File: src/rtl/alu_issue_queue.sv
// Command FIFO and registered result stage sitting in front of the 4-bit ALU.
// Optional registered zero flag (out_zero) is enabled by defining ALU_ISSUE_ZERO_FLAG_EN.
module alu_issue_queue #(
  parameter int DEPTH = 4,
  parameter int CNT_W = 3
) (
  input  logic             clk,
  input  logic             rst_n,
  input  logic             in_valid,
  output logic             in_ready,
  input  logic [2:0]       in_op,
  input  logic [3:0]       in_a,
  input  logic [3:0]       in_b,
  output logic [3:0]       alu_a,
  output logic [3:0]       alu_b,
  output logic [2:0]       alu_sel,
  input  logic [3:0]       alu_result,
  input  logic             alu_carry,
  output logic             out_valid,
  input  logic             out_ready,
  output logic [3:0]       out_result,
  output logic             out_carry,
  output logic [2:0]       out_op,
`ifdef ALU_ISSUE_ZERO_FLAG_EN
  output logic             out_zero,
`endif
  output logic [CNT_W-1:0] count
);

  localparam int PTR_W = (DEPTH > 1) ? $clog2(DEPTH) : 1;

  typedef struct packed {
    logic [2:0] op;
    logic [3:0] a;
    logic [3:0] b;
  } cmd_t;

  cmd_t             entry_q [DEPTH];
  cmd_t             wr_cmd_d;
  cmd_t             head;

  logic [PTR_W-1:0] wr_ptr_q, wr_ptr_d;
  logic [PTR_W-1:0] rd_ptr_q, rd_ptr_d;
  logic [CNT_W-1:0] count_q, count_d;

  logic             out_valid_q, out_valid_d;
  logic [3:0]       out_result_q, out_result_d;
  logic             out_carry_q, out_carry_d;
  logic [2:0]       out_op_q, out_op_d;

  logic             fifo_empty;
  logic             push;
  logic             issue;

  assign fifo_empty = (count_q == '0);
  // Full check deliberately ignores a same-cycle pop so in_ready depends only on state.
  assign in_ready   = (count_q != CNT_W'(DEPTH));
  assign push       = in_valid && in_ready;
  assign issue      = !fifo_empty && (!out_valid_q || out_ready);
  assign head       = entry_q[rd_ptr_q];

  always_comb begin
    wr_cmd_d    = '0;
    wr_cmd_d.op = in_op;
    wr_cmd_d.a  = in_a;
    wr_cmd_d.b  = in_b;
  end

  // Storage carries no reset: contents are only meaningful between the pointers.
  always_ff @(posedge clk) begin
    if (push) begin
      entry_q[wr_ptr_q] <= wr_cmd_d;
    end
  end

  // An idle ALU is fed opcode 111 so its result settles to zero.
  always_comb begin
    alu_a   = 4'd0;
    alu_b   = 4'd0;
    alu_sel = 3'b111;
    if (!fifo_empty) begin
      alu_a   = head.a;
      alu_b   = head.b;
      alu_sel = head.op;
    end
  end

  always_comb begin
    wr_ptr_d = wr_ptr_q;
    rd_ptr_d = rd_ptr_q;
    count_d  = count_q;
    if (push) begin
      wr_ptr_d = wr_ptr_q + PTR_W'(1);
    end
    if (issue) begin
      rd_ptr_d = rd_ptr_q + PTR_W'(1);
    end
    case ({push, issue})
      2'b10:   count_d = count_q + CNT_W'(1);
      2'b01:   count_d = count_q - CNT_W'(1);
      default: count_d = count_q;
    endcase
  end

  always_comb begin
    out_valid_d  = out_valid_q;
    out_result_d = out_result_q;
    out_carry_d  = out_carry_q;
    out_op_d     = out_op_q;
    if (issue) begin
      out_valid_d  = 1'b1;
      out_result_d = alu_result;
      out_carry_d  = alu_carry;
      out_op_d     = head.op;
    end else if (out_valid_q && out_ready) begin
      out_valid_d  = 1'b0;
    end
  end

  always_ff @(posedge clk) begin
    if (!rst_n) begin
      wr_ptr_q     <= '0;
      rd_ptr_q     <= '0;
      count_q      <= '0;
      out_valid_q  <= 1'b0;
      out_result_q <= 4'd0;
      out_carry_q  <= 1'b0;
      out_op_q     <= 3'd0;
    end else begin
      wr_ptr_q     <= wr_ptr_d;
      rd_ptr_q     <= rd_ptr_d;
      count_q      <= count_d;
      out_valid_q  <= out_valid_d;
      out_result_q <= out_result_d;
      out_carry_q  <= out_carry_d;
      out_op_q     <= out_op_d;
    end
  end

`ifdef ALU_ISSUE_ZERO_FLAG_EN
  logic out_zero_q, out_zero_d;

  always_comb begin
    out_zero_d = out_zero_q;
    if (issue) begin
      out_zero_d = (alu_result == 4'd0);
    end
  end

  always_ff @(posedge clk) begin
    if (!rst_n) begin
      out_zero_q <= 1'b0;
    end else begin
      out_zero_q <= out_zero_d;
    end
  end

  assign out_zero = out_zero_q;
`endif

  assign out_valid  = out_valid_q;
  assign out_result = out_result_q;
  assign out_carry  = out_carry_q;
  assign out_op     = out_op_q;
  assign count      = count_q;

endmodule

File: config.mk
export PLATFORM = sky130hd
export DESIGN_NAME = alu_issue_queue
export DESIGN_NICKNAME = d
export VERILOG_FILES = /design/src/rtl/alu_issue_queue.sv
export SDC_FILE = /design/constraint.sdc
export NUM_CORES = 1
export LEC_CHECK = 0
export CELL_PAD_IN_SITES_DETAIL_PLACEMENT = 1
export CELL_PAD_IN_SITES_GLOBAL_PLACEMENT = 2
export CORE_MARGIN = 10
export CORE_UTILIZATION = 39
export DETAILED_ROUTE_END_ITERATION = 8
export DONT_BUFFER_PORTS = 1
export GPL_ROUTABILITY_DRIVEN = 0
export GPL_TIMING_DRIVEN = 0
export PLACE_DENSITY = 0.71
export RECOVER_POWER = 50
export SETUP_SLACK_MARGIN = 0.5
export SKIP_CTS_REPAIR_TIMING = 1
export SYNTH_ARGS = -nofsm -noshare
export SYNTH_HDL_FRONTEND = slang
export SYNTH_SLANG_ARGS = --single-unit
File: constraint.sdc
create_clock -name clk -period 2.22 [get_ports clk]
set_input_delay 0.222 -clock clk [delete_from_list [all_inputs] [get_ports clk]]
set_output_delay 0.222 -clock clk [all_outputs]
set_load 0.1 [all_outputs]
# ---- Word-level counts from Yosys, hierarchy flattened
# Memories as Yosys holds them, arrays and structs flattened. A register that Yosys moved wholly into a read port is not among the register bits.
# Index checks and enable logic that the tools add are counted.
dict set report word_totals {
  register_bits 16
  ram_bits 44
  out_inout_bits 24
  n_memories 1
}
dict set report classes {
  n_addsub 4
  n_eq_ne 3
  mux 10
  reduce_logical 9
}
# name depth word_bits rd rd_clocked_by_memory_dff wr line_no
set memory_table {}
lappend memory_table {entry_q 4 11 1 1 1 38} ;# cmd_t entry_q [DEPTH];
# op count
set op_table {}
lappend op_table {{two-way mux 4 bit} 2}
lappend op_table {{case mux 3 bit (2 select lines)} 1}
lappend op_table {{adder 2 x 1 -> 2 bit (second input constant)} 2}
lappend op_table {{two-way mux 1 bit} 4}
lappend op_table {{two-way mux 2 bit} 2}
lappend op_table {{nonzero test 2 bit} 2}
lappend op_table {{adder 3 x 1 -> 3 bit (second input constant)} 1}
lappend op_table {{logical AND 1 bit} 3}
lappend op_table {{logical NOT 3 bit} 1}
lappend op_table {{two-way mux 3 bit} 1}
lappend op_table {{inequality test 3 bit (second input constant)} 1}
lappend op_table {{subtractor 3 x 1 -> 3 bit (second input constant)} 1}
lappend op_table {{equality test 2 x 1 -> 1 bit (second input constant)} 1}
lappend op_table {{equality test 2 bit (second input constant)} 1}
lappend op_table {{logical NOT 1 bit} 2}
lappend op_table {{logical OR 1 bit} 1}

# ---- Depth between registers and ports, before layout
dict set report logic_depth {
  word_depth 5
  depth_mapped 9
}

# ---- Worst setup path before layout
# No wires, ideal clock.
dict set report synth_path {
  path_type {reg2reg}
  start {register count_q[2] (netlist: count[2])}
  end {register count_q[2] (netlist: count[2])}
  t_arrival_ns 2.845
  required_ns 2.150
  slack_ns -0.695
  stages_incl_launch_ff 10
  n_path_buf 1
  period_less_slack_ns 2.915
  cell_sequence {dfxtp_1 or3b_1 buf_6 nand2_1 ha_1 inv_1 fa_1 xor2_1 or3_1 a21oi_1}
}
dict set report synth_between {
  word_cells_on_any_way 11
}
# item line_no
set synth_rtl {}
lappend synth_rtl {{start: declaration} 44} ;# logic [CNT_W-1:0] count_q, count_d;
lappend synth_rtl {{start signal: assignment} 132} ;# count_q <= count_d;
lappend synth_rtl {{inequality test 3 bit *} 57} ;# assign in_ready = (count_q != CNT_W'(DEPTH));
lappend synth_rtl {{named net in_ready} 10} ;# output logic in_ready,
lappend synth_rtl {{logical AND 1 bit *} 58} ;# assign push = in_valid && in_ready;
lappend synth_rtl {{equality test 2 x 1 -> 1 bit / equality test 2 bit (equally long branches)} 98} ;# case ({push, issue})
lappend synth_rtl {{case mux 3 bit (2 select lines) / nonzero test 2 bit (equally long branches)} -}
# The timed path passes the listed nets; every way through them passes the cells marked *.
# A chain may end at the register's enable or synchronous reset.

# ---- Final worst setup path
# Same ends and word-level chain as after synthesis.

==> impl_metrics.tcl <==
set metrics [dict create \
    status "finished, violations left" \
    violations "setup timing" \
    ys_seq_area_share_pct 67.6 \
    yosys_warnings 0 \
    dr_total_vias 1424 \
    register_area_sq_um 1690 \
    wl_per_cell_um 20.6 \
    wl_mm 5.55 \
    layout_min_cycle_time_ps 2420 \
    whs_endpoint "out_carry" \
    netlist_instances 165 \
    wl_met2_mm 2.86 \
    hp-class "input pin to flip-flop" \
    rsz0062_at_grt "yes" \
    timing.final.crit_share_pct 109 \
    yosys_most_used_dff "edfxtp_1" \
    fillCellCount 614 \
    drive_above_1_share_pct 30.6 \
    placedCellCount 242 \
    setup_viol 2 \
    syn_nets 191 \
    cts-htree-levels 3 \
    syn2layout_area_growth_pct 19.7 \
    path_class "flip-flop to flip-flop" \
    hpwl_mm 3.83 \
    arrival_ps 2690 \
    synth_edf_count 44 \
    cts_root_buf "clkbuf_8" \
    yosysTopAreaCellShare_pct 53.1 \
    numCtsBuffers 9 \
    synth_area_per_cell_sq_um 15.1 \
    skew_ps 8.42 \
    track_usage_pct 11.4 \
    worst_pin_slew_ps 1010 \
    syn_area_sq_um 2490 \
    grt-ovfl-total 0 \
    grt_pass1_wl_mm 8.50 \
    synth_area_leaders "edfxtp_1, dfxtp_1, mux4_2" \
    die_width_um 99.8 \
    firstDrtPassIters 4 \
    portBuffers 0 \
    cts.sink_count 62 \
    hold_viol 0 \
    path_cells "or3b_4, buf_12, nand2_4, ha_4, inv_2, fa_2, xor2_1, or3_1, a21oi_1" \
    holdPathStages 2 \
    grt_max_degree 13 \
    reg2reg_to "count[2]" \
    wl_met1_mm 2.24 \
    end_kind "flip-flop" \
    clockBufferDepth 2 \
    max_stage_delay_ps 560 \
    tritoncts "yes" \
    yosys.area.top_type "edfxtp_1" \
    dr_wl_met3_um 348 \
    top_layer_used "met4" \
    vias_per_cell 5.27 \
    fin_cells 270 \
    slew_headroom_pct 32.9 \
    nNetsFinal 214 \
    hold_start "alu_carry" \
    worstSkewPairLatency_ps 350 \
    n_antenna_cell 0 \
    critPathSlowestCell "dfxtp_4" \
    cp_max_fo 10 \
    r2r_slack_ps -200 \
    yosys-top-cells-count "edfxtp_1, dfxtp_1, a21oi_1, nand3_1" \
    drt_iter0_markers 71 \
    required_ps 2490 \
    rows 29 \
    start_util_pct 39.6 \
    synth_cell_type_count 29 \
    setup_slack_ps -203 \
    ant_nets 0 \
    antenna_found_initial 0 \
    core_area_sq_um 6280 \
    drc 0 \
    drv_slew 0 \
    grt_pass1_vias 1515 \
    async_flop_share_pct 0 \
    cts.clk_slew.worst_paths_ps 80 \
    fmax_mhz 413 \
    yosys.cell_count.top_type "edfxtp_1" \
    maxCapViolCount 0 \
    pin_count 44 \
    start_kind "flip-flop" \
    multi_input_area_sq_um 790 \
    r2r_cells 9 \
    synth_seq_cells 62 \
    die_h_um 99.8 \
    r2r_start "count[2]" \
    dieArea_sq_um 9970 \
]
[critical path, delay by kind of cell, from the launching register on]
| family | cells | cell delay (ps) |
|---|---|---|
| xor gates and xnor gates | 1 | 160 |
| adders and majority gates | 2 | 460 |
| and+or+nand+nor | 3 | 820 |
| AOI/OAI and AO/OA | 1 | 130 |
| DFF | 1 | 560 |
| buffers and inverters | 2 | 220 |
[registers in the layout (all words and copies together) (netlist names), named ones only]
signal      count
wr_ptr_q        2
rd_ptr_q        2
entry_q        44
out_carry       1
count           3
out_op          3
out_result      4
out_valid       1
[placed cells by master, fill, tap and decap left out, types with 3 or more instances in the layout]
cell,netlist,final
or2_4,0,3
nand3_1,11,11
dfxtp_1,18,14
clkbuf_8,0,9
a21oi_1,15,15
dfxtp_4,0,3
mux4_2,10,10
edfxtp_1,44,44
nor2_1,4,3
o21ai_0,10,10
and3_2,0,4
ha_1,5,4
and2_4,0,8
clkinv_4,0,3
clkinv_2,0,3
or3_1,3,3
dlygate4sd3_1,0,12
inv_1,6,5
buf_6,2,3
[area by class of cell]
cell class,instances,area share [%]
Buffer,10,2.69
Clock buffer,9,4.16
Clock inverter,7,1.68
Inverter,6,0.757
Multi-Input combinational cell,87,26.5
Sequential cell,62,56.9
Tap cell,77,3.24
Timing Repair Buffer,12,4.04
[kinds of logic (layout without fill, tap and decap cells)]
logic type | count (synthesis) | after routing | share of synthesized area (%)
AOI/OAI and AO/OA | 27 | 27 | 5.64
xor gates and xnor gates | 2 | 2 | 0.705
adders and majority gates | 6 | 6 | 3.32
buffers and inverters | 16 | 44 | 3.22
DFF | 62 | 62 | 67.6
muxes | 12 | 12 | 10.5
and+or+nand+nor | 40 | 40 | 8.96
[routing by layer]
layer,GRT usage (%),up-vias
li1,-,660
met1,12.4,715
met2,17.9,35
met3,6.18,14
met4,5.29,0
met5,0,-
[per-stage QoR]
stage	util, %	hold slack, ps	worst slack (ps)	cell area (sq um)	TNS [ps]
global placement	42.4	321	-172	2660	-325
floorplan	-	321	-86.9	2560	-86.9
detailed placement	42.4	321	-272	2660	-530
CTS	45.2	-45.1	-289	2840	-2750
global route	47.4	10.9	-308	2980	-482
finish	47.4	14.7	-203	2980	-289
[worst max-delay path by stage]
stage	start	slack, ps	to
floorplan	count[2]	-90	count[2]
global placement	count[2]	-170	count[2]
detailed placement	count[2]	-270	count[2]
CTS	count[2]	-290	count[2]
global route	count[2]	-310	count[2]
finish	count[2]	-200	count[2]
Power is left out: the tool's default activity adds up to more than one toggle a clock period on the data nets, which glitch-free logic cannot reach.
